$ cat config.mk
export PLATFORM = sky130hd
export DESIGN_NAME = prog_loader
export DESIGN_NICKNAME = d
export VERILOG_FILES = /design/src/rtl/loader_pkg.sv /design/src/rtl/prog_loader.sv
export SDC_FILE = /design/constraint.sdc
export NUM_CORES = 1
export LEC_CHECK = 0
export ABC_AREA = 1
export BUFFER_PORTS_ARGS = -buffer_cell sky130_fd_sc_hd__buf_2
export CAP_MARGIN = 20
export CORE_MARGIN = 8
export CORE_UTILIZATION = 45
export CTS_BUF_LIST = sky130_fd_sc_hd__clkbuf_8
export CTS_CLUSTER_DIAMETER = 40
export DETAILED_ROUTE_END_ITERATION = 8
export MAX_ROUTING_LAYER = met4
export PLACE_DENSITY = 0.72
export SYNTH_ARGS = -nofsm -noshare
export SYNTH_HDL_FRONTEND = slang
export SYNTH_SLANG_ARGS = --single-unit
$ cat constraint.sdc
create_clock -name clk -period 1.8 [get_ports clk]
set_input_delay 0.27 -clock clk [delete_from_list [all_inputs] [get_ports clk]]
set_output_delay 0.27 -clock clk [all_outputs]
set_load 0.01 [all_outputs]
$ cat src/rtl/loader_pkg.sv
// Shared types and defaults for the instruction SRAM loader.
package loader_pkg;

  localparam logic [7:0] FILL_DEFAULT = 8'h00;

  typedef enum logic [2:0] {
    IDLE  = 3'd0,
    LOAD  = 3'd1,
    CHECK = 3'd2,
    PAD   = 3'd3,
    DONE  = 3'd4,
    ERROR = 3'd5
  } state_t;

endpackage

$ cat src/rtl/prog_loader.sv
// Streams program bytes into the instruction SRAM from address 0, pads the rest with FILL, then releases the CPU.
// LOADER_CHECKSUM_EN: an XOR checksum byte follows the last program byte; a mismatch ends in ERROR.
module prog_loader import loader_pkg::*; #(
  parameter int               ADDR   = 4,
  parameter int               WIDTH  = 8,
  parameter int               LENGTH = 16,
  parameter logic [WIDTH-1:0] FILL   = FILL_DEFAULT
) (
  input  logic             clk,
  input  logic             reset,
  input  logic             start,
  input  logic             in_valid,
  input  logic [WIDTH-1:0] in_data,
  input  logic             in_last,
  output logic             in_ready,
  output logic             mem_cs,
  output logic             mem_we,
  output logic [ADDR-1:0]  mem_addr,
  output logic [WIDTH-1:0] mem_wdata,
  output logic             cpu_reset,
  output logic             busy,
  output logic             done,
  output logic             error,
  output logic [ADDR:0]    count
);

  localparam logic [ADDR:0]   LEN_CNT   = (ADDR+1)'(LENGTH);
  localparam logic [ADDR:0]   LAST_CNT  = (ADDR+1)'(LENGTH-1);
  localparam logic [ADDR-1:0] LAST_ADDR = ADDR'(LENGTH-1);

  state_t           state_q, state_d;
  logic [ADDR:0]    count_q, count_d;
  logic             mem_cs_q, mem_cs_d, mem_we_q, mem_we_d;
  logic [ADDR-1:0]  mem_addr_q, mem_addr_d;
  logic [WIDTH-1:0] mem_wdata_q, mem_wdata_d;
  logic             cpu_reset_q, cpu_reset_d, busy_q, busy_d;
  logic             done_q, done_d, error_q, error_d;
  logic [ADDR-1:0]  pad_addr;
  logic             xfer;
`ifdef LOADER_CHECKSUM_EN
  logic [WIDTH-1:0] csum_q, csum_d;
`endif

  assign in_ready = (state_q == LOAD) || (state_q == CHECK);
  assign xfer     = in_valid && in_ready;

  always_comb begin
    state_d     = state_q;
    count_d     = count_q;
    mem_cs_d    = 1'b0;
    mem_we_d    = 1'b0;
    mem_addr_d  = mem_addr_q;
    mem_wdata_d = mem_wdata_q;
    pad_addr    = mem_addr_q + 1'b1;
`ifdef LOADER_CHECKSUM_EN
    csum_d      = csum_q;
`endif
    case (state_q)
      IDLE, DONE, ERROR: begin
        if (start) begin
          state_d = LOAD;
          count_d = '0;
`ifdef LOADER_CHECKSUM_EN
          csum_d  = '0;
`endif
        end
      end
      LOAD: begin
        if (xfer) begin
          count_d     = count_q + 1'b1;
          mem_cs_d    = 1'b1;
          mem_we_d    = 1'b1;
          mem_addr_d  = count_q[ADDR-1:0];
          mem_wdata_d = in_data;
`ifdef LOADER_CHECKSUM_EN
          csum_d      = csum_q ^ in_data;
          if (in_last) state_d = CHECK;
`else
          if (in_last) state_d = (count_d < LEN_CNT) ? PAD : DONE;
`endif
          else if (count_q == LAST_CNT) state_d = ERROR;
        end
      end
`ifdef LOADER_CHECKSUM_EN
      CHECK: begin
        if (xfer) state_d = (in_data != csum_q) ? ERROR : ((count_q < LEN_CNT) ? PAD : DONE);
      end
`endif
      PAD: begin
        // The previous strobe always sits at mem_addr_q, so padding continues from the next address.
        mem_cs_d    = 1'b1;
        mem_we_d    = 1'b1;
        mem_addr_d  = pad_addr;
        mem_wdata_d = FILL;
        if (pad_addr == LAST_ADDR) state_d = DONE;
      end
      default: state_d = IDLE;
    endcase
    busy_d      = state_d inside {LOAD, CHECK, PAD};
    // done lags DONE entry by one cycle so it never overlaps the final write strobe.
    done_d      = (state_q == DONE) && !start;
    cpu_reset_d = !done_d;
    error_d     = (state_d == ERROR);
  end

  always_ff @(posedge clk) begin
    if (reset) begin
      state_q     <= IDLE;
      count_q     <= '0;
      mem_cs_q    <= 1'b0;
      mem_we_q    <= 1'b0;
      mem_addr_q  <= '0;
      mem_wdata_q <= '0;
      cpu_reset_q <= 1'b1;
      busy_q      <= 1'b0;
      done_q      <= 1'b0;
      error_q     <= 1'b0;
`ifdef LOADER_CHECKSUM_EN
      csum_q      <= '0;
`endif
    end else begin
      state_q     <= state_d;
      count_q     <= count_d;
      mem_cs_q    <= mem_cs_d;
      mem_we_q    <= mem_we_d;
      mem_addr_q  <= mem_addr_d;
      mem_wdata_q <= mem_wdata_d;
      cpu_reset_q <= cpu_reset_d;
      busy_q      <= busy_d;
      done_q      <= done_d;
      error_q     <= error_d;
`ifdef LOADER_CHECKSUM_EN
      csum_q      <= csum_d;
`endif
    end
  end

  assign mem_cs    = mem_cs_q;
  assign mem_we    = mem_we_q;
  assign mem_addr  = mem_addr_q;
  assign mem_wdata = mem_wdata_q;
  assign cpu_reset = cpu_reset_q;
  assign busy      = busy_q;
  assign done      = done_q;
  assign error     = error_q;
  assign count     = count_q;

endmodule

==> metrics.txt <==
status finished, final reports clean; sequential area share after synthesis 0.412; synthesis-to-layout area growth 18.6%; crit end category register; RSZ-0062 raised after global routing false; Sinks on Clock Net 25; routed wl met2 1.23 mm; Tightest Hold Check Type input port to register; row cnt 19; Commonest cells post-synth nand2_1 (41), dfxtp_1 (25), nor2_1 (25); vias in the first global route 1,093; setup total negative slack 0 ns; static leakage 0.686 nW; count of final hold-check violations 0; Routed Antenna Nets 0; Num CTS Buffers 3; WL met1 1.29 mm; WP data arrival 1.80 ns; largest net degree at the start of global routing 18; drt drc 0; placed cell area 1400 µm²; CP peak stage delay 0.41 ns; ys flop type dfxtp_1; Clock Tree Buf Depth 2; initial antenna violation count 0; syn_area_per_cell 7.33 µm²; Reg-to-Reg Start count[0]$_SDFFE_PP0P_; TritonRoute pass-1 iters 4; min cycle time layout 1.64 ns; Synth Area in Simple Gates 0.345; Post-DP HPWL 2.24 mm; CP max stage cell dfxtp_1; layout cells sized above 1 0.269; Synth Register Bits 25; Vias 1,159; post-synth top area share 0.412; clock latency on the worst-skew pair 0.26 ns; global router's overall resource usage 0.134; CP Launch Point count[0]$_SDFFE_PP0P_; num ports 37; Fmax 0.609 GHz; Post-Syn Nets 183; cts hold-fix bufs 0; Synth cell types 26; Worst Path Required 1.96 ns; post-CTS sizing 0; CP cell instances ha_1 > nand2_1 > nor2_1 > ha_1 > nor2_1 > nand3_1 > nand2_1 > nand3_1 > nand2_1 > inv_1; mux contribution to synthesized area 0; gr ovfl total 0; post-synthesis compound-gate area fraction 0.112; clk slew on worst S/H paths 0.08 ns; gp weighted congestion 0.905; first-pass GRT wire length 4.75 mm; TritonCTS clock tree done; clock skew 0.00225 ns; Post-Synth Adder-Cell Area 0.0412; Cell Count, Final, Fillers Out 232; wire length per cell 12.3 µm; Setup Buffers After CTS 0; Synth area leaders dfxtp_1 (41%), nand2_1 (13%), nor2_1 (7.7%), a21oi_1 (5.3%), inv_1 (4.6%); synthesized-area fraction occupied by xor and xnor cells 0.00720; Least-Margin Pin Slew 0.443 ns; met3 routed WL 317 µm; Gate Count Post-Synth 166; Placed Cells incl. Taps 228; YS warnings 0; die area 4620 µm²; fill cell count 275; ANT cells 0; Final setup viols 0; count leader, synth nand2_1; starting DRC count in detailed routing 37; EDFF count, synth 0; CP delay by family, top simple AND/OR/NAND/NOR gates; Tcrit/Tclk final 0.912; Slew Viols, Final 0; effective utilization at floorplan 0.457; CP most frequent cell nand2_1; Nets 219; worst hold start in_data[3]; Max-Cap Viols 0; P per Cell Area 804 nW/µm²; Design Area, Final 1440 µm²; port bufs 36; Highest Signal Layer met4; Slew headroom 0.704; core box area 2660 µm²; H-tree levels 1; synthesized area 1220 µm²; DIE HEIGHT 68.0 µm; CP max FO 5; root buf cell clkbuf_8; Synth async-reset ratio 0; Vias per Instance 5.00; Buf+Inv Stages, Crit Path 1; startpoint types register; most area-hungry cell type in the Yosys netlist dfxtp_1; Setup CP Type register to register; Die Span X 68.0 µm; maximum vdd drop 489 µV; total wire length 2.87 mm; largest family of logic cells by synthesized area simple AND/OR/NAND/NOR gates; reg-to-reg setup timing slack 0.16 ns
## metrics by stage
step	setup WS, ns	hold slack, ns	utilization	total power (W)
floorplan	0.266	0.404	-	0.000786
global placement	0.267	0.445	0.525	0.000852
detailed placement	0.177	0.455	0.525	0.000858
CTS	0.166	0.248	0.542	0.00117
global route	0.00719	0.243	0.542	0.00123
finish	0.159	0.253	0.542	0.00116
## cell type report
class,count,area [µm²],area share
Clock buffer,3,41.3,0.0286
Clock inverter,1,3.75,0.00260
Inverter,17,63.8,0.0442
Multi-Input combinational cell,119,614,0.426
Sequential cell,25,500,0.347
Tap cell,31,38.8,0.0269
Timing Repair Buffer,36,180,0.125
## flip-flops by register name (all words and copies together) (netlist names)
name and count:
mem_we 1, cpu_reset 1, state_q 3, count 5, done 1, mem_wdata 8
busy 1, error 1, mem_addr 4
## cell families (layout without fill, tap and decap cells)
group,count (synthesis),count (layout)
DFF,25,25
AOI/OAI and AO/OA,23,23
buffers and inverters,22,57
adders and majority gates,4,4
xor gates and xnor gates,1,1
and+or+nand+nor,91,91
## worst min-delay path, delay by kind of cell
family | cells | cell delay, ns
AOI/OAI and AO/OA | 1 | 0.05
buffers and inverters | 1 | 0.10
and+or+nand+nor | 1 | 0.05
## path summary, 6_finish.rpt
kind                          endpoint  depth (start not counted)
max              state_q[0]$_SDFF_PP0_                         10
min          mem_wdata[3]$_SDFFE_PP0P_                          3
max reg2reg      state_q[0]$_SDFF_PP0_                         10
min reg2reg  mem_wdata[3]$_SDFFE_PP0P_                          2
## layer usage
layer  vias to the layer above  GRT usage
li1                        593          -
met5                         -          -
met2                        40      0.210
met1                       522      0.160
met4                         0     0.0512
met3                         4     0.0376
## cell usage in the layout (no fill, tap or decap), drive strengths merged
master / n
o211ai: 1
buf: 36
nor2: 31
ha: 4
a21oi: 14
nand4: 3
clkbuf: 3
xor2: 1
dfxtp: 25
o21bai: 1
nand3: 8
nor3b: 1
a31oi: 1
inv: 18
nand2: 45
or2: 2
o21ai: 6
nor3: 1
## report_power, final
part | internal, W | total [W] | switching, W
combinational | 0.0000871 | 0.000232 | 0.000145
sequential | 0.000585 | 0.000612 | 0.0000270
clock | 0.000152 | 0.000316 | 0.000164
No activity file was read; power rests on OpenSTA's default activity.
